## src/rtl/fib_pkg.sv

```systemverilog
// rtl/fib_pkg.sv - shared states, seeds and mode encodings for the Fibonacci-class term generator
package fib_pkg;

    typedef enum logic [1:0] {
        IDLE,
        CALC,
        DONE
    } state_t;

    localparam logic MODE_FIB = 1'b0;
    localparam logic MODE_LUC = 1'b1;

    localparam int FIB_SEED0 = 0;
    localparam int FIB_SEED1 = 1;
    localparam int LUC_SEED0 = 2;
    localparam int LUC_SEED1 = 1;

endpackage

```

## src/rtl/fib_step.sv

```systemverilog
// rtl/fib_step.sv - combinational W-bit next-term adder with carry out
module fib_step #(
    parameter int W = 16
) (
    input  logic [W-1:0] a,
    input  logic [W-1:0] b,
    output logic [W-1:0] sum,
    output logic         carry
);

    assign {carry, sum} = {1'b0, a} + {1'b0, b};

endmodule

```

## src/rtl/fib_seq_gen.sv

```systemverilog
// rtl/fib_seq_gen.sv - iterative Fibonacci/Lucas term generator with start/busy request and valid/ready result
module fib_seq_gen
    import fib_pkg::*;
#(
    parameter int W  = 16,
    parameter int NW = 5
) (
    input  logic          clk,
    input  logic          rst_n,
    input  logic          start,
    input  logic [NW-1:0] n,
    input  logic          mode,
    output logic          busy,
    output logic [W-1:0]  result,
    output logic          overflow,
    output logic          valid,
    input  logic          ready
);

    state_t        state_q, state_d;
    logic [W-1:0]  a_q, b_q;
    logic [NW-1:0] cnt_q;
    logic          ova_q, ovb_q;
    logic [W-1:0]  sum;
    logic          carry;

    fib_step #(.W(W)) u_step (
        .a     (a_q),
        .b     (b_q),
        .sum   (sum),
        .carry (carry)
    );

    always_ff @(posedge clk or negedge rst_n) begin
        if (!rst_n) begin
            state_q <= IDLE;
        end else begin
            state_q <= state_d;
        end
    end

    always_comb begin
        state_d = state_q;
        case (state_q)
            IDLE:    if (start) state_d = CALC;
            CALC:    if (cnt_q == '0) state_d = DONE;
            DONE:    if (ready) state_d = IDLE;
            default: state_d = IDLE;
        endcase
    end

    // a holds the current term, b the next; ova/ovb record whether their true values exceed W bits
    always_ff @(posedge clk or negedge rst_n) begin
        if (!rst_n) begin
            a_q      <= '0;
            b_q      <= '0;
            cnt_q    <= '0;
            ova_q    <= 1'b0;
            ovb_q    <= 1'b0;
            result   <= '0;
            overflow <= 1'b0;
        end else begin
            case (state_q)
                IDLE: begin
                    if (start) begin
                        cnt_q <= n;
                        a_q   <= (mode == MODE_LUC) ? W'(LUC_SEED0) : W'(FIB_SEED0);
                        b_q   <= (mode == MODE_LUC) ? W'(LUC_SEED1) : W'(FIB_SEED1);
                        ova_q <= 1'b0;
                        ovb_q <= 1'b0;
                    end
                end
                CALC: begin
                    if (cnt_q == '0) begin
                        result   <= a_q;
                        overflow <= ova_q;
                    end else begin
                        a_q   <= b_q;
                        ova_q <= ovb_q;
                        b_q   <= sum;
                        ovb_q <= ovb_q | ova_q | carry;
                        cnt_q <= cnt_q - NW'(1);
                    end
                end
                default: ;
            endcase
        end
    end

    assign valid = (state_q == DONE);
    assign busy  = (state_q != IDLE);

endmodule

```

## config.mk

```make
export PLATFORM = sky130hd
export DESIGN_NAME = fib_seq_gen
export DESIGN_NICKNAME = d
export VERILOG_FILES = /design/src/rtl/fib_pkg.sv /design/src/rtl/fib_step.sv /design/src/rtl/fib_seq_gen.sv
export SDC_FILE = /design/constraint.sdc
export NUM_CORES = 1
export LEC_CHECK = 0
export BUFFER_PORTS_ARGS = -buffer_cell sky130_fd_sc_hd__buf_2
export CAP_MARGIN = 20
export CORE_AREA = 2 2 102 104
export DETAILED_ROUTE_END_ITERATION = 12
export DIE_AREA = 0 0 104 106
export PLACE_DENSITY = 0.6
export SETUP_SLACK_MARGIN = 0.3
export SLEW_MARGIN = 15
export SYNTH_ARGS = -nofsm -noshare
export SYNTH_HDL_FRONTEND = slang
export SYNTH_HIERARCHICAL = 1
export SYNTH_SLANG_ARGS = --single-unit
```

## constraint.sdc

```tcl
create_clock -name clk -period 2.25 [get_ports clk]
set_clock_uncertainty 0.1 [all_clocks]
set_input_delay 0.45 -clock clk [delete_from_list [all_inputs] [get_ports clk]]
set_output_delay 0.45 -clock clk [all_outputs]
set_load 0.02 [all_outputs]
```

==> summary.md, run 1 <==
| Metric | Value |
|---|---|
| Status | `finished, violations left` |
| Failing checks | `negative setup slack` |
| Worst path required time | `2330 ps` |
| # placed instances | `just over 500` |
| Routed WL | `8.11 mm` |
| Total number of vias | `roughly 2800` |
| Register bit count reported by yosys | `58` |
| Slowest-stage cell, CP | `dfrtp_1` |
| Fill cells | `984` |
| Async set-or-reset flop fraction in the synthesized netlist | `1.00` |
| Vias in the first global route | `2779` |
| Final cell count without fillers | `~530` |
| Die Width | `between 100 and 150 um` |
| Final setup margin | `-57.8 ps` |
| Per-cell routed wire length | `about 15 um` |
| Largest net degree at the start of global routing | `34` |
| Level count of the clock H-tree | `3` |
| Starting density of the core | `0.339` |
| Data arrival, critical path | `around 2400 ps` |
| Final Cycle Share | `1.03` |
| Main combinational cell family by area after synthesis | `compound AO/OA/AOI/OAI gates` |
| Post-synth top area share | `0.428` |
| Buf/Inv on CP | `0` |
| Cell taking the most area after synthesis | `dfrtp_1` |
| Clock Tree Buf Depth | `2` |
| Gate Count Post-Synth | `342` |
| Critical Path Fanout Max | `3` |
| Synth area leaders | `dfrtp_1, mux2_2, ha_1, nand4_1, o21ai_1` |
| Worst-path clk slew | `70 ps` |
| GRT Overall Usage | `0.153` |
| Crit start category | `register` |
| EDFF count, synth | `0` |
| Setup crit start | `a_q[0]` |
| Largest stage delay on the critical path | `about 400 ps` |
| FP Rows | `37` |
| Simple-gate area share of the yosys netlist | `0.152` |
| GRT overflow | `0` |
| Post-DP HPWL | `around 5.3 mm` |
| CP delay by family, top | `compound AO/OA/AOI/OAI gates` |
| Final Hold Violating Endpoints | `0` |
| Relative max-transition margin | `0.602` |
| Dpl ws | `-135 ps` |
| Cell with the most instances after synthesis | `dfrtp_1` |
| Drt pass-1 iters | `4` |
| Primary FF master, synth | `dfrtp_1` |
| Fmax | `0.433 GHz` |
| Commonest cells post-synth | `dfrtp_1, inv_1, nand4_1` |
| Slew @ Worst Pin | `596 ps` |
| Port bufs | `28` |
| Final TNS setup | `-304 ps` |
| Post-synthesis adder-cell area fraction | `0.0686` |
| XOR/XNOR Fraction of Synth Area | `0.0258` |
| Area grow syn2layout | `26.9%` |
| Final setup fails | `8` |
| Io pins | `29` |
| Share of layout cells above drive strength 1 | `0.339` |
| CP Class | `register to register` |
| Netlist Area Pre-Place | `3390 um^2` |
| Synth warn | `6` |
| CTS Sinks | `between 50 and 60` |
| Die area | `roughly 11000 um^2` |
| Routed vias/inst | `5.20` |
| DRC viols | `0` |
| First-pass GRT wire length | `between 10 and 15 mm` |
| N_diodes | `0` |
| Die extent in y | `between 100 and 150 um` |
| Initial DRC Count | `94` |
| Min-Delay Path Class | `primary input to register` |
| CP Capture Type | `register` |
| Core area | `roughly 10000 um^2` |
| Final Max Tran Viols | `0` |
| Max Cap Viol | `0` |
| Yosys cell types | `57` |
| CTS tree | `built` |
| Cell Chain, Critical Path | `ha_2 > fa_2 > a21o_1 > a221oi_4 > o21ai_2 > a21oi_2 > o21ai_1 > o211ai_1 > a21oi_1` |
| GPL Wtd Cong | `about 0.79` |
| Root buffer cell | `clkbuf_8` |
| Clk_lat worst skew | `~330 ps` |
| Total Nets Final | `418` |
| Post-synthesis area per instance | `9.91 um^2` |
| TritonCTS Buffers | `9` |
| Syn_nets | `370` |
| Reg2reg start | `a_q[0]` |
| RSZ-0062 raised after global routing | `true` |
| Period minus WS final | `between 2000 and 2500 ps` |
| Hold Path Origin | `ready` |
| ANT nets after route | `0` |
| Post-synthesis mux area share | `0.0720` |
| Seq/Total Area, Yosys | `0.428` |
| Synth Area in Compound Gates | `0.173` |
| Initial antenna violation count | `0` |
cell usage in the layout, fill, tap and decap left out, drive strengths merged, types with 3 or more instances in the layout:
| cell type | n |
|---|---|
| a211oi | 6 |
| a21o | 9 |
| a21oi | 10 |
| and3 | 4 |
| buf | 61 |
| clkbuf | 11 |
| clkinv | 4 |
| dfrtp | 58 |
| ha | 17 |
| inv | 39 |
| mux2 | 19 |
| mux2i | 3 |
| nand2 | 4 |
| nand2b | 3 |
| nand3 | 5 |
| nand4 | 34 |
| nor2 | 7 |
| nor2b | 3 |
| nor3 | 6 |
| nor3b | 3 |
| nor4 | 3 |
| o211ai | 5 |
| o21ai | 38 |
| xnor2 | 6 |
| xor2 | 4 |
metal layers:
layer	routed length (um)	vias up	track usage
met5	0	-	0
met2	3870	39	0.244
li1	-	1349	-
met4	86	0	0.0396
met3	299	9	0.0362
met1	3850	1365	0.209
state kept, by name (all words and copies together), names as in the netlist:
name and flops:
a_q 16, b_q 16, cnt_q 5, ova_q 1
ovb_q 1, overflow 1, result 16, state_q 2
repair_timing:
action,4_1_cts,5_1_grt
hold buffers,1,0
resized for setup,23,17
setup buffers,6,4
pin swaps,13,11
setup endpoints to repair,29,33
endpoints found under the hold margin,19,0
area by class of cell:
class | count | area, um^2 | share of cell area
multi-input combinational | 219 | 1880 | 0.436
clock inverter | 5 | 52.6 | 0.0122
tap | 136 | 170 | 0.0395
timing repair buffer | 62 | 449 | 0.104
inverter | 40 | 150 | 0.0349
sequential | 58 | 1450 | 0.337
clock buffer | 11 | 151 | 0.0352
worst paths after layout:
check / to / slack [ps] / cells after the start
max reg2reg: ovb_q / -60 / 9
max: ovb_q / -60 / 9
max in group asynchronous: b_q[5] / 910 / 3
min: state_q[1] / 210 / 2
min in group asynchronous: cnt_q[0] / 500 / 2
min reg2reg: result[0] / 400 / 1
cells by family (layout without fill, tap and decap cells):
group                      after synthesis  in the layout
AOI/OAI and AO/OA                       87             87
DFF                                     58             58
buffers and inverters                   65            118
muxes                                   22             22
adders and majority gates               18             18
xor gates and xnor gates                10             10
and+or+nand+nor                         82             82
per-stage QoR:
stage          hold WS [ps]  utilization  cell area (um^2)
3_5_place_dp            339        0.379              3780
3_3_place_gp            343        0.379              3780
6_report                207        0.430              4300
4_1_cts                 196        0.416              4160
2_1_floorplan          54.4            -              3430
5_1_grt                 193        0.430              4300
Power of run 1 is left out: the tool's default activity adds up to more than one toggle a clock period on the data nets, which glitch-free logic cannot reach.
==> run 2: changes to the inputs <==
--- a/config.mk
+++ b/config.mk
@@ -11,6 +11,7 @@
 export DETAILED_ROUTE_END_ITERATION = 12
 export DIE_AREA = 0 0 104 106
 export PLACE_DENSITY = 0.6
+export RECOVER_POWER = 50
 export SETUP_SLACK_MARGIN = 0.3
 export SLEW_MARGIN = 15
 export SYNTH_ARGS = -nofsm -noshare
==> run 2 against run 1 <==
Effect of this change: the run still ends with negative setup slack left; core utilization is 0.21 points lower; die area stayed put; setup slack worse by 2.0 ps; final cell count stayed put; register-to-register slack hardly changed; hold slack worse by 1.3 ps; critical endpoint unchanged; sequential share of layout area is 0.17 points higher; highest routed layer unchanged; non-clock buffer count stayed put; via count is 0.33% higher.
==> summary.md, run 2 (synthesis gave the netlist of run 1 again) <==
| Metric | Value |
|---|---|
| N_diodes | `0` |
| RSZ-0062 raised after global routing | `true` |
| Die area | `11000 um^2` |
| Clk_lat worst skew | `approximately 340 ps` |
| Worst path required time | `2330 ps` |
| Final Cell Area | `4280 um^2` |
| Clock Tree Buf Depth | `2` |
| Dpl ws | `-135 ps` |
| GRT overflow | `0` |
| Slew @ Worst Pin | `~1100 ps` |
| Initial DRC Count | `approximately 100` |
| GRT Overall Usage | `0.153` |
| Port bufs | `28` |
| CTS tree | `built` |
| Data arrival, critical path | `roughly 2400 ps` |
| Starting density of the core | `0.339` |
| CTS Sinks | `58` |
| GPL Wtd Cong | `0.792` |
| Die extent in y | `~110 um` |
| ANT nets after route | `0` |
| Buf/Inv on CP | `0` |
| Core area | `about 10000 um^2` |
| Final setup margin | `-59.8 ps` |
| Core Util, Final | `0.428` |
| Crit start category | `register` |
| Fill cells | `between 900 and 1000` |
| Worst-path clk slew | `70 ps` |
| Cell Chain, Critical Path | `ha_2 > fa_2 > a21o_1 > a221oi_4 > o21ai_2 > a21oi_2 > o21ai_1 > o211ai_1 > a21oi_1` |
| CP Class | `register to register` |
| Routed WL | `~8 mm` |
| Drt pass-1 iters | `4` |
| Final Max Tran Viols | `0` |
| Total Nets Final | `about 420` |
| CP delay by family, top | `compound AO/OA/AOI/OAI gates` |
| Max Cap Viol | `0` |
| Period minus WS final | `about 2300 ps` |
| Top flop regs | `a_q (16), b_q (16), result (16)` |
| DRC viols | `0` |
| Root buffer cell | `clkbuf_8` |
| Largest stage delay on the critical path | `~390 ps` |
| Min-Delay Path Class | `primary input to register` |
| Final Hold Violating Endpoints | `0` |
| Area grow syn2layout | `26.3%` |
| FP Rows | `37` |
| Fmax | `approximately 0.43 GHz` |
| Vias in the first global route | `2779` |
| Io pins | `29` |
| Critical Path Fanout Max | `3` |
| Area after DPL | `roughly 3800 um^2` |
| Status | `finished, violations left` |
| Total number of vias | `approximately 2800` |
| Initial antenna violation count | `0` |
| TritonCTS Buffers | `9` |
| Routed vias/inst | `5.22` |
| Commonest non-fill, non-tap cell in the layout | `dfrtp_1` |
| Per-cell routed wire length | `around 15 um` |
| Final setup fails | `9` |
| Share of layout cells above drive strength 1 | `0.296` |
| CP Capture Type | `register` |
| Relative max-transition margin | `0.261` |
| Slowest-stage cell, CP | `dfrtp_1` |
| Failing checks | `negative setup slack` |
| Commonest non-fill, non-tap cells in the layout | `dfrtp_1, inv_1, nand4_1` |
| Final Cycle Share | `1.03` |
| Largest net degree at the start of global routing | `34` |
| First-pass GRT wire length | `approximately 14 mm` |
| Post-DP HPWL | `around 5.3 mm` |
| Die Width | `104 um` |
| Level count of the clock H-tree | `3` |
[run 2: through the flow]
stage | std cells | setup TNS (ps) | hold slack, ps
3_5_place_dp | 504 | -227 | 339
2_1_floorplan | 342 | 0 | 54.4
5_1_grt | 531 | -1460 | 193
4_1_cts | 527 | -202 | 196
3_3_place_gp | 504 | -55.3 | 343
6_report | 531 | -320 | 206
[run 2: metal layers]
| layer | global-route usage | part of all wire | up-vias |
|---|---|---|---|
| met1 | 0.209 | 0.47 | 1380 |
| met4 | 0.0396 | 0.011 | 0 |
| li1 | - | - | 1347 |
| met2 | 0.244 | 0.48 | 35 |
| met3 | 0.0362 | 0.038 | 9 |
| met5 | 0 | 0 | - |
[run 2: layout make-up]
type	count	area, um^2	area share
Multi-Input combinational cell	219	1880	0.439
Sequential cell	58	1450	0.339
Timing Repair Buffer	62	428	0.0999
Tap cell	136	170	0.0397
Clock buffer	11	151	0.0354
Inverter	40	150	0.0351
Clock inverter	5	52.6	0.0123
[run 2: timing repair]
action                     4_1_cts  5_1_grt
hold buffers                     1        0
setup endpoints to repair       29       33
cloned                           0        0
pin swaps                       13       11
hold endpoints to repair        19        0
setup buffers                    6        4
gates resized for setup         23       17
[run 2: worst paths after layout]
kind                       startpoint          to  slack [ps]  cells after the start
setup reg to reg               a_q[0]       ovb_q         -60                      9
hold / removal                  ready  state_q[1]         210                      2
min in group asynchronous       rst_n    cnt_q[0]         740                      2
hold reg to reg             result[0]   result[0]         400                      1
setup / recovery               a_q[0]       ovb_q         -60                      9
max in group asynchronous       rst_n      b_q[5]         340                      3
Power of run 2 is left out for the same reason.
==> run 3: changes to the inputs <==
==> constraint.sdc (replaced) <==
create_clock -name clk -period 2.25 [get_ports clk]
set_clock_uncertainty 0.1 [all_clocks]
set_input_delay 0.45 -clock clk [delete_from_list [all_inputs] [get_ports clk]]
set_output_delay 0.45 -clock clk [all_outputs]
set_load 0.005 [all_outputs]
==> run 3 against run 2 <==
Effect of this change: the flow still finishes with violations (negative setup slack); via count is 0.47% lower; critical path depth unchanged; sequential share of layout area up 0.49 points; final cell count down 0.19%; design area fell by 1.3%; first-iteration DRC count grew 23%; register-to-register slack about the same; count of clock-buffer cells in the layout rose by 1; core utilization down 0.58 points; sequential cell count stayed put; critical path type unchanged.
==> summary.md, run 3 (synthesis gave the netlist of run 1 again) <==
| Metric | Value |
|---|---|
| Crit start category | `register` |
| N_diodes | `0` |
| GRT Overall Usage | `0.152` |
| Sequential Area | `approximately 1500 um^2` |
| Worst path required time | `approximately 2300 ps` |
| Final setup margin | `-48.5 ps` |
| Failing checks | `negative setup slack` |
| Critical Path Fanout Max | `3` |
| Core area | `10000 um^2` |
| Level count of the clock H-tree | `3` |
| CP Class | `register to register` |
| Final setup fails | `1` |
| Commonest non-fill, non-tap cell in the layout | `dfrtp_1` |
| Leakage power | `~2.0 nW` |
| Final Max Tran Viols | `0` |
| Max Cap Viol | `0` |
| Commonest non-fill, non-tap cells in the layout | `dfrtp_1, inv_1, nand4_1` |
| Final Cycle Share | `1.02` |
| First-pass GRT wire length | `13.5 mm` |
| Switching pwr | `roughly 3.3 mW` |
| Initial antenna violation count | `0` |
| Cell internal pwr | `around 4.4 mW` |
| Clk pwr share | `0.110` |
| Starting density of the core | `0.339` |
| Die Width | `around 100 um` |
| Per-cell routed wire length | `roughly 15 um` |
| Top flop regs | `a_q (16), b_q (16), result (16)` |
| Port bufs | `28` |
| GPL Wtd Cong | `about 0.8` |
| Area after DPL | `3800 um^2` |
| Io pins | `29` |
| Largest net degree at the start of global routing | `34` |
| Data arrival, critical path | `2390 ps` |
| RSZ-0062 raised after global routing | `true` |
| DRC viols | `0` |
| Share of layout cells above drive strength 1 | `0.330` |
| FP Rows | `37` |
| Routed WL | `approximately 7.9 mm` |
| Clock Tree Buf Depth | `2` |
| Final Hold Violating Endpoints | `0` |
| CP Capture Type | `register` |
| Final TNS setup | `-48.5 ps` |
| Relative max-transition margin | `0.437` |
| Drt pass-1 iters | `4` |
| Fmax | `between 0.4 and 0.5 GHz` |
| Total Nets Final | `roughly 420` |
| Root buffer cell | `clkbuf_8` |
| ANT nets after route | `0` |
| Period minus WS final | `2300 ps` |
| CTS tree | `built` |
| Pwr per Cell Area | `roughly 1800 nW/um^2` |
| CTS Sinks | `58` |
| Die area | `11000 um^2` |
| Core Util, Final | `0.422` |
| Worst-path clk slew | `60 ps` |
| Slew @ Worst Pin | `844 ps` |
| Final Cell Area | `~4200 um^2` |
| Post-DP HPWL | `between 5 and 6 mm` |
| Fill cells | `between 1000 and 1500` |
| VDD IR max | `~570 uV` |
| Routed vias/inst | `around 5.2` |
| Power share of the sequential group | `0.257` |
| Die extent in y | `106 um` |
| TritonCTS Buffers | `9` |
| Initial DRC Count | `around 120` |
| Area grow syn2layout | `24.6%` |
| Vias in the first global route | `roughly 2700` |
| Part of the power in combinational logic | `0.633` |
| Multi-input gate area | `between 1500 and 2000 um^2` |
| Total number of vias | `between 2000 and 3000` |
| Clk_lat worst skew | `340 ps` |
| GRT overflow | `0` |
| Switching share of total power | `0.424` |
| Min-Delay Path Class | `primary input to register` |
| Final Hold Slack | `~180 ps` |
| Dpl ws | `-96.2 ps` |
| Status | `finished, violations left` |
-- run 3: cell types whose count changed in the layout (fill, tap and decap cells not counted), moves of 2 or more --
cell      delta
clkbuf_1    -15
ha_4         +2
buf_4        +4
ha_1         -2
clkbuf_4     -2
buf_6        -4
buf_2       +17
-- run 3: path summary, 6_finish.rpt --
path | start | endpoint | slack, ps | cells after the start
worst min-delay path | ready | state_q[1] | 180 | 2
worst min register to register | result[11] | result[11] | 400 | 1
min in group asynchronous | rst_n | cnt_q[3] | 630 | 2
worst max-delay path | a_q[0] | ovb_q | -50 | 9
worst max register to register | a_q[0] | ovb_q | -50 | 9
max in group asynchronous | rst_n | a_q[3] | 290 | 3
-- run 3: cell type report --
class                           instances  area share
Multi-Input combinational cell        219       0.439
Sequential cell                        58       0.344
Timing Repair Buffer                   62       0.101
Tap cell                              136      0.0403
Clock buffer                           12      0.0367
Inverter                               40      0.0355
Clock inverter                          3     0.00355
-- run 3: power groups by stage --
stage                     Combinational [mW]  Clock, mW  Sequential, mW
after CTS                               4.61      0.885            1.97
after floorplan                         3.12          0            1.89
after global routing                    5.46      0.947            2.05
final                                   4.88      0.852            1.98
after global placement                  4.05          0            1.96
after detailed placement                4.13          0            1.99
-- run 3: per-stage QoR --
| stage | instances | power (mW) |
|---|---|---|
| after global placement | 505 | 6.01 |
| after floorplan | 342 | 5.01 |
| after detailed placement | 505 | 6.11 |
| final | 530 | 7.71 |
| after global routing | 530 | 8.47 |
| after CTS | 527 | 7.47 |
-- run 3: repair_timing --
item | 4_1_cts | 5_1_grt
endpoints found under the hold margin | 13 | 0
resized for setup | 19 | 13
pin swaps | 8 | 9
endpoints found under the setup margin | 31 | 32
hold buffers | 1 | 0
setup buffers | 6 | 3
-- run 3: critical path, stage by stage (launching register included) --
cell and delay [ps]:
dfrtp_1 380, ha_2 200, fa_2 340, a21o_1 200, a221oi_4 320, o21ai_2 110, a21oi_2 170, o21ai_1 90
o211ai_1 150, a21oi_1 80
-- run 3: routing by layer --
| metal | GRT usage | up-vias | share of wire | wire length [um] |
|---|---|---|---|---|
| li1 | - | 1349 | - | - |
| met1 | 0.206 | 1356 | 0.49 | 3840 |
| met2 | 0.237 | 49 | 0.47 | 3670 |
| met3 | 0.0454 | 4 | 0.037 | 288 |
| met4 | 0.0434 | 0 | 0.0075 | 59 |
| met5 | 0 | - | 0 | 0 |
(Power assumes the default switching activity.)
